--- config.mk ---
export PLATFORM = sky130hd
export DESIGN_NAME = bf_match_reader
export DESIGN_NICKNAME = d
export VERILOG_FILES = /design/src/rtl/bf_match_reader_pkg.sv /design/src/rtl/bf_match_fifo.sv /design/src/rtl/bf_match_reader.sv
export SDC_FILE = /design/constraint.sdc
export NUM_CORES = 1
export LEC_CHECK = 0
export ABC_AREA = 1
export BUFFER_PORTS_ARGS = -buffer_cell sky130_fd_sc_hd__buf_2
export CAP_MARGIN = 20
export CORE_UTILIZATION = 45
export CTS_BUF_LIST = sky130_fd_sc_hd__clkbuf_4 sky130_fd_sc_hd__clkbuf_8
export CTS_CLUSTER_DIAMETER = 80
export DETAILED_ROUTE_END_ITERATION = 8
export SYNTH_ARGS = -nofsm -noshare
export SYNTH_HDL_FRONTEND = slang
export SYNTH_SLANG_ARGS = --single-unit
--- constraint.sdc ---
create_clock -name main_clk_i -period 9.84 [get_ports main_clk_i]
set_clock_uncertainty 0.15 [all_clocks]
set_input_delay 1.968 -clock main_clk_i [delete_from_list [all_inputs] [get_ports main_clk_i]]
set_output_delay 1.968 -clock main_clk_i [all_outputs]
set_load 0.01 [all_outputs]
--- src/rtl/bf_match_reader_pkg.sv ---
// Shared definitions for the bloom-filter match reader.
//   - CSR word addresses and STATUS / CTRL bit positions
//   - sink FSM state encoding
//   - entry_t: one buffered string {len, bytes} at the default geometry
//     (5-byte strings of 8-bit symbols); the top builds its own entry
//     type from its parameters so non-default geometries still work.
package bf_match_reader_pkg;

    localparam int CSR_STATUS   = 'h0;
    localparam int CSR_HEAD_LEN = 'h1;
    localparam int CSR_HEAD_B0  = 'h2;
    localparam int CSR_POP      = 'h8;
    localparam int CSR_DROP_CNT = 'h9;
    localparam int CSR_CTRL     = 'hA;

    localparam int ST_EMPTY = 9;
    localparam int ST_FULL  = 10;
    localparam int ST_OVF   = 11;
    localparam int ST_PERR  = 12;

    localparam int CTRL_DROP_MODE = 0;
    localparam int CTRL_CLEAR     = 1;

    localparam int DEF_MAX_STR_SIZE = 5;
    localparam int DEF_BYTE_W       = 8;

    typedef struct packed {
        logic [$clog2(DEF_MAX_STR_SIZE+1)-1:0]          len;
        logic [DEF_MAX_STR_SIZE-1:0][DEF_BYTE_W-1:0]    bytes;  // bytes[k] = k-th string byte
    } entry_t;

    typedef enum logic {
        S_IDLE    = 1'b0,
        S_DISCARD = 1'b1
    } sink_state_e;

endpackage

--- src/rtl/bf_match_fifo.sv ---
// Show-ahead synchronous FIFO.
//   clk, srst_n        clock, synchronous active-low reset
//   push, push_data    write request / data; push_ok = write actually taken
//   pop                read request; pop_ok = pop actually performed
//   rd_data            head entry (valid whenever !empty)
//   level, full, empty occupancy
// A push at full is still taken when a pop happens in the same cycle.
module bf_match_fifo #(
    parameter int WIDTH = 8,
    parameter int DEPTH = 16
) (
    input  logic                         clk,
    input  logic                         srst_n,
    input  logic                         push,
    input  logic [WIDTH-1:0]             push_data,
    output logic                         push_ok,
    input  logic                         pop,
    output logic                         pop_ok,
    output logic [WIDTH-1:0]             rd_data,
    output logic [$clog2(DEPTH+1)-1:0]   level,
    output logic                         full,
    output logic                         empty
);
    localparam int PTR_W = $clog2(DEPTH);
    localparam int LVL_W = $clog2(DEPTH+1);

    logic [WIDTH-1:0] mem [DEPTH];
    logic [PTR_W-1:0] wr_ptr, rd_ptr;

    assign empty   = (level == '0);
    assign full    = (level == LVL_W'(DEPTH));
    assign pop_ok  = pop & ~empty;
    assign push_ok = push & (~full | pop_ok);
    assign rd_data = mem[rd_ptr];

    // Pointers wrap naturally since DEPTH is a power of two.
    always_ff @(posedge clk) begin
        if (!srst_n) begin
            wr_ptr <= '0;
            rd_ptr <= '0;
            level  <= '0;
        end else begin
            if (push_ok) wr_ptr <= wr_ptr + 1'b1;
            if (pop_ok)  rd_ptr <= rd_ptr + 1'b1;
            level <= level + LVL_W'(push_ok) - LVL_W'(pop_ok);
        end
    end

    always_ff @(posedge clk) begin
        if (push_ok) mem[wr_ptr] <= push_data;
    end

endmodule

--- src/rtl/bf_match_reader.sv ---
// Bloom-filter match reader: consumes single-word Avalon-ST string packets,
// buffers {len, bytes} in a FIFO and exposes them over an Avalon-MM CSR port.
//   main_clk_i / main_srst_n_i   clock, synchronous active-low reset
//   ast_sink_*                   Avalon-ST sink (one packet per string)
//   amm_slave_csr_*              CSR port, read latency 1
// CSR: 0x0 STATUS, 0x1 HEAD_LEN, 0x2.. HEAD bytes, 0x8 POP, 0x9 DROP_CNT, 0xA CTRL.
module bf_match_reader
    import bf_match_reader_pkg::*;
#(
    parameter int AST_SYMBOLS    = 8,
    parameter int AST_ORDER      = 1,
    parameter int AST_EMPTY_W    = (AST_SYMBOLS == 1) ? 1 : $clog2(AST_SYMBOLS),
    parameter int BYTE_W         = 8,
    parameter int MAX_STR_SIZE   = 5,
    parameter int FIFO_DEPTH     = 16,
    parameter int AMM_CSR_DATA_W = 16,
    parameter int AMM_CSR_ADDR_W = 4
) (
    input  logic                          main_clk_i,
    input  logic                          main_srst_n_i,
    input  logic                          ast_sink_valid_i,
    output logic                          ast_sink_ready_o,
    input  logic [AST_SYMBOLS*BYTE_W-1:0] ast_sink_data_i,
    input  logic [AST_EMPTY_W-1:0]        ast_sink_empty_i,
    input  logic                          ast_sink_startofpacket_i,
    input  logic                          ast_sink_endofpacket_i,
    input  logic [AMM_CSR_ADDR_W-1:0]     amm_slave_csr_address_i,
    input  logic                          amm_slave_csr_read_i,
    output logic [AMM_CSR_DATA_W-1:0]     amm_slave_csr_readdata_o,
    input  logic                          amm_slave_csr_write_i,
    input  logic [AMM_CSR_DATA_W-1:0]     amm_slave_csr_writedata_i
);
    localparam int LEN_W      = $clog2(MAX_STR_SIZE+1);
    localparam int LVL_W      = $clog2(FIFO_DEPTH+1);
    localparam int SYM_W      = $clog2(AST_SYMBOLS+1);
    localparam int HEAD_WORDS = (MAX_STR_SIZE + 1) / 2;

    typedef struct packed {
        logic [LEN_W-1:0]                     len;
        logic [MAX_STR_SIZE-1:0][BYTE_W-1:0]  bytes;
    } str_entry_t;

    str_entry_t                              in_entry, head;
    logic [MAX_STR_SIZE-1:0][BYTE_W-1:0]     syms;
    logic [2*HEAD_WORDS-1:0][BYTE_W-1:0]     head_pad;
    logic [SYM_W-1:0]                        word_len;
    logic                                    len_ok, accept, push_req;
    logic                                    push_ok, pop_ok, fifo_full, fifo_empty;
    logic [LVL_W-1:0]                        fifo_level, level_nxt;
    logic                                    csr_pop, ctrl_wr, drop_mode_nxt;
    logic [AMM_CSR_DATA_W-1:0]               csr_rdata;

    sink_state_e                             state;
    logic                                    drop_mode, ovf, perr;
    logic [15:0]                             drop_cnt;

    // Byte k of the string is the k-th symbol in stream order.
    for (genvar k = 0; k < MAX_STR_SIZE; k++) begin : g_sym
        if (AST_ORDER == 1) begin : g_hi
            assign syms[k] = ast_sink_data_i[(AST_SYMBOLS-k)*BYTE_W-1 -: BYTE_W];
        end else begin : g_lo
            assign syms[k] = ast_sink_data_i[k*BYTE_W +: BYTE_W];
        end
    end

    assign word_len = SYM_W'(AST_SYMBOLS) - SYM_W'(ast_sink_empty_i);
    assign len_ok   = (word_len != '0) && (word_len <= SYM_W'(MAX_STR_SIZE));
    assign accept   = ast_sink_valid_i & ast_sink_ready_o;
    assign push_req = accept && (state == S_IDLE) && ast_sink_startofpacket_i
                      && ast_sink_endofpacket_i && len_ok;

    // Unused bytes are stored as zero so HEAD reads need no length masking.
    always_comb begin
        in_entry.len = LEN_W'(word_len);
        for (int k = 0; k < MAX_STR_SIZE; k++)
            in_entry.bytes[k] = (k < int'(word_len)) ? syms[k] : '0;
    end

    assign csr_pop       = amm_slave_csr_write_i && (int'(amm_slave_csr_address_i) == CSR_POP);
    assign ctrl_wr       = amm_slave_csr_write_i && (int'(amm_slave_csr_address_i) == CSR_CTRL);
    assign drop_mode_nxt = ctrl_wr ? amm_slave_csr_writedata_i[CTRL_DROP_MODE] : drop_mode;
    assign level_nxt     = fifo_level + LVL_W'(push_ok) - LVL_W'(pop_ok);

    bf_match_fifo #(
        .WIDTH ($bits(str_entry_t)),
        .DEPTH (FIFO_DEPTH)
    ) u_fifo (
        .clk       (main_clk_i),
        .srst_n    (main_srst_n_i),
        .push      (push_req),
        .push_data (in_entry),
        .push_ok   (push_ok),
        .pop       (csr_pop),
        .pop_ok    (pop_ok),
        .rd_data   (head),
        .level     (fifo_level),
        .full      (fifo_full),
        .empty     (fifo_empty)
    );

    // CSR read mux; reads see the head as it stands before a same-cycle pop.
    always_comb begin
        head_pad                   = '0;
        head_pad[MAX_STR_SIZE-1:0] = head.bytes;
        csr_rdata                  = '0;
        case (int'(amm_slave_csr_address_i))
            CSR_STATUS: begin
                csr_rdata[8:0]     = 9'(fifo_level);
                csr_rdata[ST_EMPTY] = fifo_empty;
                csr_rdata[ST_FULL]  = fifo_full;
                csr_rdata[ST_OVF]   = ovf;
                csr_rdata[ST_PERR]  = perr;
            end
            CSR_HEAD_LEN: if (!fifo_empty) csr_rdata = AMM_CSR_DATA_W'(head.len);
            CSR_DROP_CNT: csr_rdata = AMM_CSR_DATA_W'(drop_cnt);
            CSR_CTRL:     csr_rdata[CTRL_DROP_MODE] = drop_mode;
            default: begin
                for (int j = 0; j < HEAD_WORDS; j++)
                    if (int'(amm_slave_csr_address_i) == CSR_HEAD_B0 + j && !fifo_empty)
                        csr_rdata = AMM_CSR_DATA_W'({head_pad[2*j], head_pad[2*j+1]});
            end
        endcase
    end

    always_ff @(posedge main_clk_i) begin
        if (!main_srst_n_i) begin
            state                    <= S_IDLE;
            drop_mode                <= 1'b0;
            ovf                      <= 1'b0;
            perr                     <= 1'b0;
            drop_cnt                 <= '0;
            ast_sink_ready_o         <= 1'b0;
            amm_slave_csr_readdata_o <= '0;
        end else begin
            // Ready reflects occupancy after this edge so a pop reopens it next cycle.
            ast_sink_ready_o <= drop_mode_nxt | (level_nxt != LVL_W'(FIFO_DEPTH));
            amm_slave_csr_readdata_o <= amm_slave_csr_read_i ? csr_rdata : '0;

            if (accept) begin
                case (state)
                    S_IDLE: begin
                        if (!(ast_sink_startofpacket_i && ast_sink_endofpacket_i && len_ok))
                            perr <= 1'b1;
                        if (ast_sink_startofpacket_i && !ast_sink_endofpacket_i)
                            state <= S_DISCARD;
                    end
                    S_DISCARD: begin
                        if (ast_sink_startofpacket_i) perr  <= 1'b1;
                        if (ast_sink_endofpacket_i)   state <= S_IDLE;
                    end
                    default: state <= S_IDLE;
                endcase
            end

            if (push_req && !push_ok) begin
                ovf <= 1'b1;
                if (drop_cnt != 16'hFFFF) drop_cnt <= drop_cnt + 16'd1;
            end

            // CLEAR is applied last so it beats a same-cycle drop or error.
            if (ctrl_wr) begin
                drop_mode <= amm_slave_csr_writedata_i[CTRL_DROP_MODE];
                if (amm_slave_csr_writedata_i[CTRL_CLEAR]) begin
                    ovf      <= 1'b0;
                    perr     <= 1'b0;
                    drop_cnt <= '0;
                end
            end
        end
    end

endmodule

Word level (Yosys, flattened, before mapping)
Memory sizes are Yosys's and may differ from the RTL's. A register that Yosys moved wholly into a read port is not among the register bits.
Index checks and enable logic that the tools add are counted.
{"block": "totals", "reg_bits": 50, "ramBits": 688, "in_bits": 94, "out_inout_bits": 17, "elab_cells": 97, "memories": 1}
{"memory": "u_fifo.mem", "words": 16, "word_bits": 43, "read_ports": 1, "rd_clocked_by_memory_dff": 1, "wr": 1, "line": "bf_match_fifo.sv:27", "text": "logic [WIDTH-1:0] mem [DEPTH];"}
{"block": "op_classes", "addsub": 6, "magnitude_cmp": 6, "eq_ne": 11, "mux": 33, "bitwise_logic": 8, "n_reduce_logical": 22}
{"operator": "$mux 16", "count": 7}
{"operator": "$pmux 12 s4", "count": 1}
{"operator": "$mux 8", "count": 5}
{"operator": "$eq 4x4->1 const B", "count": 5}
{"operator": "$add 16x1->16 const B", "count": 1}
{"operator": "$ne 16x16->1 const B", "count": 1}
{"operator": "$logic_and 1x1->1", "count": 14}
{"operator": "$mux 1", "count": 13}
{"operator": "$pmux 3 s3", "count": 1}
{"operator": "$add 4x1->4 const B", "count": 2}
{"operator": "$eq 4x3->1 const B", "count": 2}
{"operator": "$lt 1x4->1 const A", "count": 2}
{"operator": "$lt 2x4->1 const A", "count": 2}
{"operator": "$mux 4", "count": 2}
{"operator": "$add 5x1->5", "count": 1}
{"operator": "$eq 5x5->1 const B", "count": 1}
{"operator": "$logic_not 5->1", "count": 1}
{"operator": "$ne 5x5->1 const B", "count": 1}
{"operator": "$sub 5x1->5", "count": 1}
{"operator": "$eq 4x1->1 const B", "count": 1}
{"operator": "$le 4x3->1 const B", "count": 1}
{"operator": "$logic_not 4->1", "count": 1}
{"operator": "$lt 3x4->1 const A", "count": 1}
{"operator": "$pmux 1 s2", "count": 2}
{"operator": "10 further kinds", "count": 17}

Depth between registers and ports, before layout
Gate-level depths: netlist (run 1).
{"block": "depth", "depth_word": 11, "depth_mapped": 15, "ltp_nobuf": 15}

Modules after synthesis
Synthesis (run 1) repeated with hierarchy kept, for this count alone.
{"block": "unflattened", "hier_cells": 3376, "area_unflattened_um2": 33075.5}
{"mod": "bf_match_fifo", "n_inst": 1, "cells_each": 2904, "area_per_inst_um2": 30241.5, "seq_area_each_um2": 21000.1}
{"mod": "bf_match_reader", "n_inst": 1, "cells_each": 472, "area_per_inst_um2": 2834.0, "seq_area_each_um2": 740.7}

Worst setup path after synthesis (run 1)
OpenSTA, ideal clock, no wires.
{"block": "synth_timing", "kind": "input -> register", "start": "in ast_sink_empty_i[0]", "end": "mem u_fifo.mem[0][0] (netlist name) (enable)", "setup_ps": 444, "arrival_ps": 5167, "required_time_ps": 9246, "path_slack_ps": 4079, "cell_stages": 10, "n_path_buf": 0, "path_cell_list": "inv_1 -> ha_1 -> or2_2 -> nand2_2 -> nor2_2 -> nand2_4 -> nand2_4 -> nor3_4 -> nand2_1 -> nor2_1"}
{"element": "start: declaration", "line": "bf_match_reader.sv:24", "text": "input logic [AST_EMPTY_W-1:0] ast_sink_empty_i,"}
{"element": "end: declaration", "line": "bf_match_fifo.sv:27"}

==> key figures, run 1 <==
Power
  – Switching Power: between 1 and 1.5 mW
  – Internal cell power: 4.98 mW
  – Sw frac: approximately 22%
  – Clock power share: about two fifths
  – Power per cell area: ~180 nW/um2
  – Combinational share of power: under 10%
  – Maximum VDD drop: between 100 and 150 uV
  – Seq pwr share: a little over half
  – Static Leak: around 15 nW
  – Tot Pwr: around 6.4 mW

Finish
  – Post-Layout Cell Count: 4241
  – Area delta synth->final: 11.4%
  – Share of cells above drive strength 1: approximately a tenth
  – Design Area, Final: around 36000 um2
  – Filler cell count: 6357
  – Layout net count: between 3000 and 4000

CTS
  – Clock sink count: ~740
  – Number of H-tree levels: 3
  – Clock root buffer: clkbuf_8
  – CTS max path bufs: 3
  – Clock transition at path regs: about 60 ps
  – Number of gates resized after CTS: 0
  – CTS Hold Bufs: 0
  – Worst-skew pair later-pin latency: ~730 ps
  – TritonCTS Buffers: roughly 120
  – Post-CTS setup repair buffer count: 0
  – CTS tree: yes

Setup path
  – Worst setup EP type: flip-flop
  – Worst EP required: just over 10000 ps
  – Crit path max-delay cell type: nor2_4
  – Critical Path Fanout Max: 25
  – Crit Path Class: input pin to flip-flop
  – Most frequent CP cell: nand2_4
  – CP Cell Sequence: buf_2 > inv_1 > ha_1 > or2_2 > nand2_2 > nor2_2 > nand2_4 > nand2_4 > nor3_4 > nand2_1 > nor2_4 > buf_4
  – Crit path largest cell delay: 840 ps
  – Worst Setup Start Kind: input pin
  – Crit path DAT: slightly below 6000 ps

Timing
  – Pins Over Slew Limit: 0
  – Fin crit period: about 5700 ps
  – Fmax: between 150 and 200 MHz
  – Worst-margin pin slew: 1040 ps
  – RSZ-0062 raised after global routing: false
  – Period utilization: a little under three fifths
  – Hold Vio Cnt, Final: 0
  – Final setup viols: 0
  – Setup TNS: 0 ps
  – Relative slew slack: a little under a third

Floorplanning
  – Initial core utilization: between 40% and 50%
  – DIE WIDTH: around 270 um
  – Core Footprint: roughly 70000 um2
  – # IOs: around 110
  – Die area: 72200 um2
  – Num rows: a little under 100
  – Die Ht: about 270 um

Routing
  – WL/cell: between 15 and 20 um
  – Drc violations: 0
  – Initial DRC Count: approximately 2000
  – Routed Antenna Nets: 0
  – Vias per cell: just over 5
  – WL final: between 80000 and 90000 um
  – TritonRoute pass-1 iters: 7
  – Total number of vias: between 20000 and 25000

Synth
  – Post-synth ARST share: 0%
  – Number of synthesis warnings: 0
  – Flops & latches, synth: 742
  – Area of the mapped netlist: approximately 32000 um2
  – Synth Flop Type: edfxtp_1
  – Netlist cell types: 42
  – Count of flip-flops with a built-in enable after synthesis: a little under 700
  – Post-Syn Nets: between 3000 and 4000
  – Cells after synthesis: approximately 3100
  – Post-Syn Area per Cell: just over 10 um2
  – Sequential area share after synthesis: just under 70%

Place
  – Port bufs: just over 70
  – Area after DPL: between 30000 and 40000 um2
  – Hpwl dp: 41800 um
  – Placed cells: roughly 4000
  – Gpl congestion: around 0.86

GRT
  – GRT met1 Usage: between 30 and 40%
  – Congestion Overflow GR: 0
  – First-pass GRT wire length: 126000 um
  – M2 GR Usage: between 30% and 40%
  – GR peak layer: met2
  – GRT Resource Usage Total: between 20% and 30%
  – Vias in the first global route: between 20000 and 25000
  – Largest net degree at the start of global routing: ~180
  – Initial antenna violation count: 1
  – Met3 Use GR: under 10%

Status
  – Outcome: complete, no violations

Hold path
  – Worst hold path class: flip-flop to flip-flop

Run
  – Max Cap Viol: 0
## worst max-delay path, delay by kind of cell
family	cells	cell delay [ps]
buffers and inverters	3	960
adder cells (fa/ha/maj)	1	220
AND/OR/NAND/NOR	8	2650
## power by group through the flow
stage	clock network (mW)	registers, mW	logic [mW]
3_5_place_dp	0	3.56	0.285
6_report	2.63	3.50	0.286
4_1_cts	2.68	3.50	0.287
2_1_floorplan	0	3.56	0.183
5_1_grt	2.82	3.49	0.318
3_3_place_gp	0	3.56	0.279
## worst paths after layout
| path | end | from | slack (ps) | cells after the start |
|---|---|---|---|---|
| max reg2reg | u_fifo.mem[10][5] | u_fifo.level[3] | 6040 | 10 |
| min reg2reg | flip-flop | u_fifo.rd_ptr[3] | 300 | 2 |
| min | flip-flop | u_fifo.rd_ptr[3] | 300 | 2 |
| max | u_fifo.mem[10][5] | ast_sink_empty_i[0] | 4190 | 12 |
## per-stage QoR
step,hold WS (ps),worst slack [ps],utilization (%)
after floorplan,286,4080,-
after global placement,290,3390,47.4
after detailed placement,300,3290,47.4
after CTS,308,4040,50.8
after global routing,319,4000,50.8
final,301,4190,50.8
## per-layer routing
layer,vias to the layer above,wire [um]
li1,10400,-
met1,10600,35200
met2,735,40700
met3,162,4800
met4,0,2740
met5,-,0
## area by class of cell
class	count	area [um2]	share of cell area, %
diodes	1	2.50	0.00702
repair buffers	102	636	1.78
clock buffers	156	1950	5.48
multi-input cells	1818	8120	22.8
well taps	940	1180	3.30
flip-flops and latches	742	21800	61.0
clock inverters	65	415	1.17
inverters	417	1580	4.43
## state kept, by name, summed over array words and instances (netlist names), named ones only
signal                    count
amm_slave_csr_readdata_o     16
ast_sink_ready_o              1
drop_cnt                     16
drop_mode                     1
ovf                           1
perr                          1
state                         1
u_fifo.level                  5
u_fifo.mem                  688
u_fifo.rd_ptr                 4
u_fifo.wr_ptr                 4
## logic make-up after synthesis
logic type,share of synthesized area [%]
buf+inv,7.03
compound gates,1.49
flops,68.0
xor+xnor,0.411
fa+ha+maj,0.688
simple gates,22.4
## Yosys cell counts (2+ instances only)
cell type  number  share of area [%]
nor2_1        128                1.5
buf_2          79                1.2
o211ai_1       11               0.26
dfxtp_1        54                3.4
inv_2           3              0.035
nand4_1         6               0.12
nor3_1          8               0.13
edfxtp_1      688                 65
xor2_1         14               0.38
o22ai_1         4              0.078
inv_1         412                4.8
nand2_4         2              0.070
o21ai_1         2              0.031
nor3_4          2               0.10
a21oi_1        29               0.45
clkinv_1        2              0.023
buf_6           2              0.070
o21ai_0        31               0.48
nand3_2         2              0.063
nand2_2         2              0.039
ha_1           16               0.63
or2_2          18               0.35
nor2_2          3              0.059
buf_1          23               0.27
buf_4           2              0.047
nand2_1      1031                 12
clkbuf_1       44               0.52
nand3_1       495                7.7
## layout by cell type (no fill, tap or decap), types with 2 or more instances in the layout
cell type and n:
clkinv_1 36, bufinv_16 5, nand3_2 2, o22ai_1 4, clkinv_2 24, o21ai_1 2
nor2_1 112, dfxtp_4 3, nand2_2 2, buf_2 72, nand3_1 495, clkbuf_8 125
nand4_1 6, buf_4 26, o21ai_0 31, nor2_4 17, dfxtp_1 50, xor2_1 14
nor3_1 8, buf_12 4, edfxtp_1 688, nand2_4 2, inv_8 2, clkbuf_4 31
a21oi_2 2, or2_2 18, a21oi_1 28, o211ai_1 11, inv_1 412, nand2_1 1031
nor3_4 2, nor2_2 3, ha_1 16
No activity file was read; power rests on OpenSTA's default activity.
==> inputs of run 2 (changes only) <==
clock period = 4.8 ns   (was 9.84 ns; I/O delays follow)
==> run 2 against run 1 <==
  * Via count barely moved
  * Sequential cell count unchanged
  * Global-route usage is essentially flat
  * Final cell count rose by 0.21%
  * Final area is 0.82% higher
  * Wire length is 0.65% lower
  * Register-to-register slack got worse by 4400 ps
  * Sequential share of layout area shrank 0.50 points
  * Clock-buffer cell count rose by 20
  * Critical endpoint is now u_fifo.mem[13][20]
  * Largest cell class unchanged
==> key figures, run 2 (synthesis results as in run 1) <==
Run
  – Max Cap Viol: 0 (unchanged)

Routing
  – Initial DRC Count: 1924 (-6.2%)
  – Routed Antenna Nets: 0 (unchanged)
  – Met2 wire length: 40800 um (+0.11%)
  – Drc violations: 0 (unchanged)
  – Met3 wire len: 4720 um (-1.5%)
  – WL final: 82900 um (-0.65%)
  – WL/cell: 19.5 um (-0.86%)
  – Vias per cell: 5.17 (-0.21%)
  – WL met1: 34900 um (-0.91%)
  – TritonRoute pass-1 iters: 5 (-2)
  – Total number of vias: 22000 (+0.0046%)
  – Top sig layer: met4

Timing
  – Pins Over Slew Limit: 0 (unchanged)
  – Period utilization: between 70% and 80%
  – Worst-margin pin slew: 1030 ps (-8.80 ps)
  – Setup TNS: 0 ps (unchanged)
  – Fin crit period: ~3700 ps
  – Final WS setup: 1060 ps (-3120 ps)
  – Relative slew slack: 30.9% (+0.49 points)
  – Final hold slack: 301 ps (+0.00700 ps)
  – RSZ-0062 raised after global routing: false
  – Fmax: about 270 MHz
  – Final setup viols: 0 (unchanged)
  – Hold Vio Cnt, Final: 0 (unchanged)

Finish
  – Final Util: 51.2% (+0.42 points)
  – Reg with most FFs: u_fifo.mem
  – Most common cell after layout, fill and taps aside: nand2_1
  – Top Registers: u_fifo.mem x688, amm_slave_csr_readdata_o x16, drop_cnt x16
  – Share of cells above drive strength 1: 11.1% (+0.64 points)
  – Max reg flops: 688 (unchanged)
  – Layout net count: 3327 (+0.48%)
  – Area delta synth->final: 12.3%
  – Commonest non-fill, non-tap cells in the layout: nand2_1 (1031), edfxtp_1 (688), nand3_1 (495), inv_1 (412), clkbuf_8 (129)
  – Filler cell count: 6388 (+0.49%)
  – Design Area, Final: 35900 um2 (+0.82%)

Power
  – Power per cell area: 361 nW/um2 (+100%)
  – Static Leak: 14.7 nW (+0.82%)
  – Maximum VDD drop: 259 uV (+100%)

Setup path
  – Worst Setup Start Kind: input pin
  – Critical Path Fanout Max: 20 (-20%)
  – Worst EP required: 5050 ps (-5000 ps)
  – Worst setup EP type: flip-flop
  – Crit Path Class: input pin to flip-flop
  – R2R Setup Slk: 1670 ps (-4370 ps)
  – Crit path DAT: 3980 ps (-1880 ps)
  – R2R cell count: 10 (unchanged)
  – Reg2reg end: amm_slave_csr_readdata_o[11]

Place
  – Port bufs: 72 (unchanged)
  – Placement Setup Slack: 374 ps (-2910 ps)
  – Hpwl dp: 43200 um (+3.4%)
  – Gpl congestion: 0.864 (about the same)
  – Area after DPL: 33600 um2 (+1.1%)

CTS
  – Number of H-tree levels: 3 (unchanged)
  – Number of gates resized after CTS: 0 (unchanged)
  – CTS tree: yes
  – CTS max path bufs: 3 (unchanged)
  – Post-CTS setup repair buffer count: 0 (unchanged)
  – CTS Hold Bufs: 0 (unchanged)
  – Clock sink count: 742 (unchanged)
  – Clock root buffer: clkbuf_8
  – TritonCTS Buffers: 118 (-0.84%)
  – Worst-skew pair later-pin latency: 720 ps (about the same)
  – Clock transition at path regs: 60 ps (about the same)

GRT
  – First-pass GRT wire length: 126000 um (+0.10%)
  – GRT Resource Usage Total: 23.4% (-0.045 points)
  – Largest net degree at the start of global routing: 204 (+12%)
  – Vias in the first global route: 21400 (+1.2%)
  – Initial antenna violation count: 2 (+1)
  – Congestion Overflow GR: 0 (unchanged)

Floorplanning
  – Num rows: 97 (unchanged)
  – Core Footprint: 70100 um2 (unchanged)
  – # IOs: 111 (unchanged)
  – Die Ht: 269 um (unchanged)
  – Die area: 72200 um2 (unchanged)
  – DIE WIDTH: 269 um (unchanged)
  – Initial core utilization: 45.6% (unchanged)

Hold path
  – HP Start: u_fifo.rd_ptr[3]
  – Hold path depth: 2 (unchanged)
  – Worst hold path class: flip-flop to flip-flop

Status
  – Outcome: complete, no violations
## run 2: layout make-up
| cell class | instances | area (um2) | share of cell area (%) |
|---|---|---|---|
| clock inverter | 36 | 169 | 0.470 |
| multi-input combinational | 1818 | 8120 | 22.6 |
| clock buffer | 176 | 2130 | 5.92 |
| antenna | 2 | 5.00 | 0.0139 |
| timing repair buffer | 119 | 1000 | 2.79 |
| sequential | 742 | 21800 | 60.5 |
| inverter | 417 | 1580 | 4.39 |
| tap | 940 | 1180 | 3.27 |
## run 2: worst max-delay path by stage
stage	from	endpoint	slack, ps	depth (start not counted)
2_1_floorplan	ast_sink_empty_i[0]	u_fifo.mem[0][0]	50	10
3_3_place_gp	ast_sink_empty_i[0]	u_fifo.mem[13][19]	450	12
3_5_place_dp	ast_sink_empty_i[0]	u_fifo.mem[13][19]	370	12
4_1_cts	ast_sink_empty_i[0]	u_fifo.mem[13][16]	1150	12
5_1_grt	ast_sink_empty_i[0]	u_fifo.mem[13][16]	940	12
6_report	ast_sink_empty_i[0]	u_fifo.mem[13][20]	1060	12
## run 2: worst max-delay path, stage by stage
cell     delay [ps]
buf_2           300
inv_1           110
ha_1            230
or2_2           320
nand2_2         270
nor2_2          100
nand2_4         140
nand2_4         100
nor3_4          320
nand2_1         330
nor2_4          450
buf_4           330
## run 2: routing by layer
metal  track usage, %  vias to the layer above
li1                 -                    10400
met1             30.5                    10700
met2             39.6                      696
met3             3.39                      162
met4             8.77                        0
met5                0                        -
## run 2: stage by stage
| stage | power [mW] | cells |
|---|---|---|
| after floorplan | 7.67 | 3127 |
| after global placement | 7.88 | 4036 |
| after detailed placement | 7.89 | 4036 |
| after CTS | 13.1 | 4248 |
| after global routing | 13.4 | 4249 |
| final | 13.0 | 4250 |
## run 2: report_power, final
| part | internal [mW] | switching, mW | leakage [nW] |
|---|---|---|---|
| Combinational | 0.150 | 0.446 | 6.79 |
| Clock | 2.81 | 2.40 | 1.24 |
| Sequential | 7.14 | 0.0203 | 6.69 |
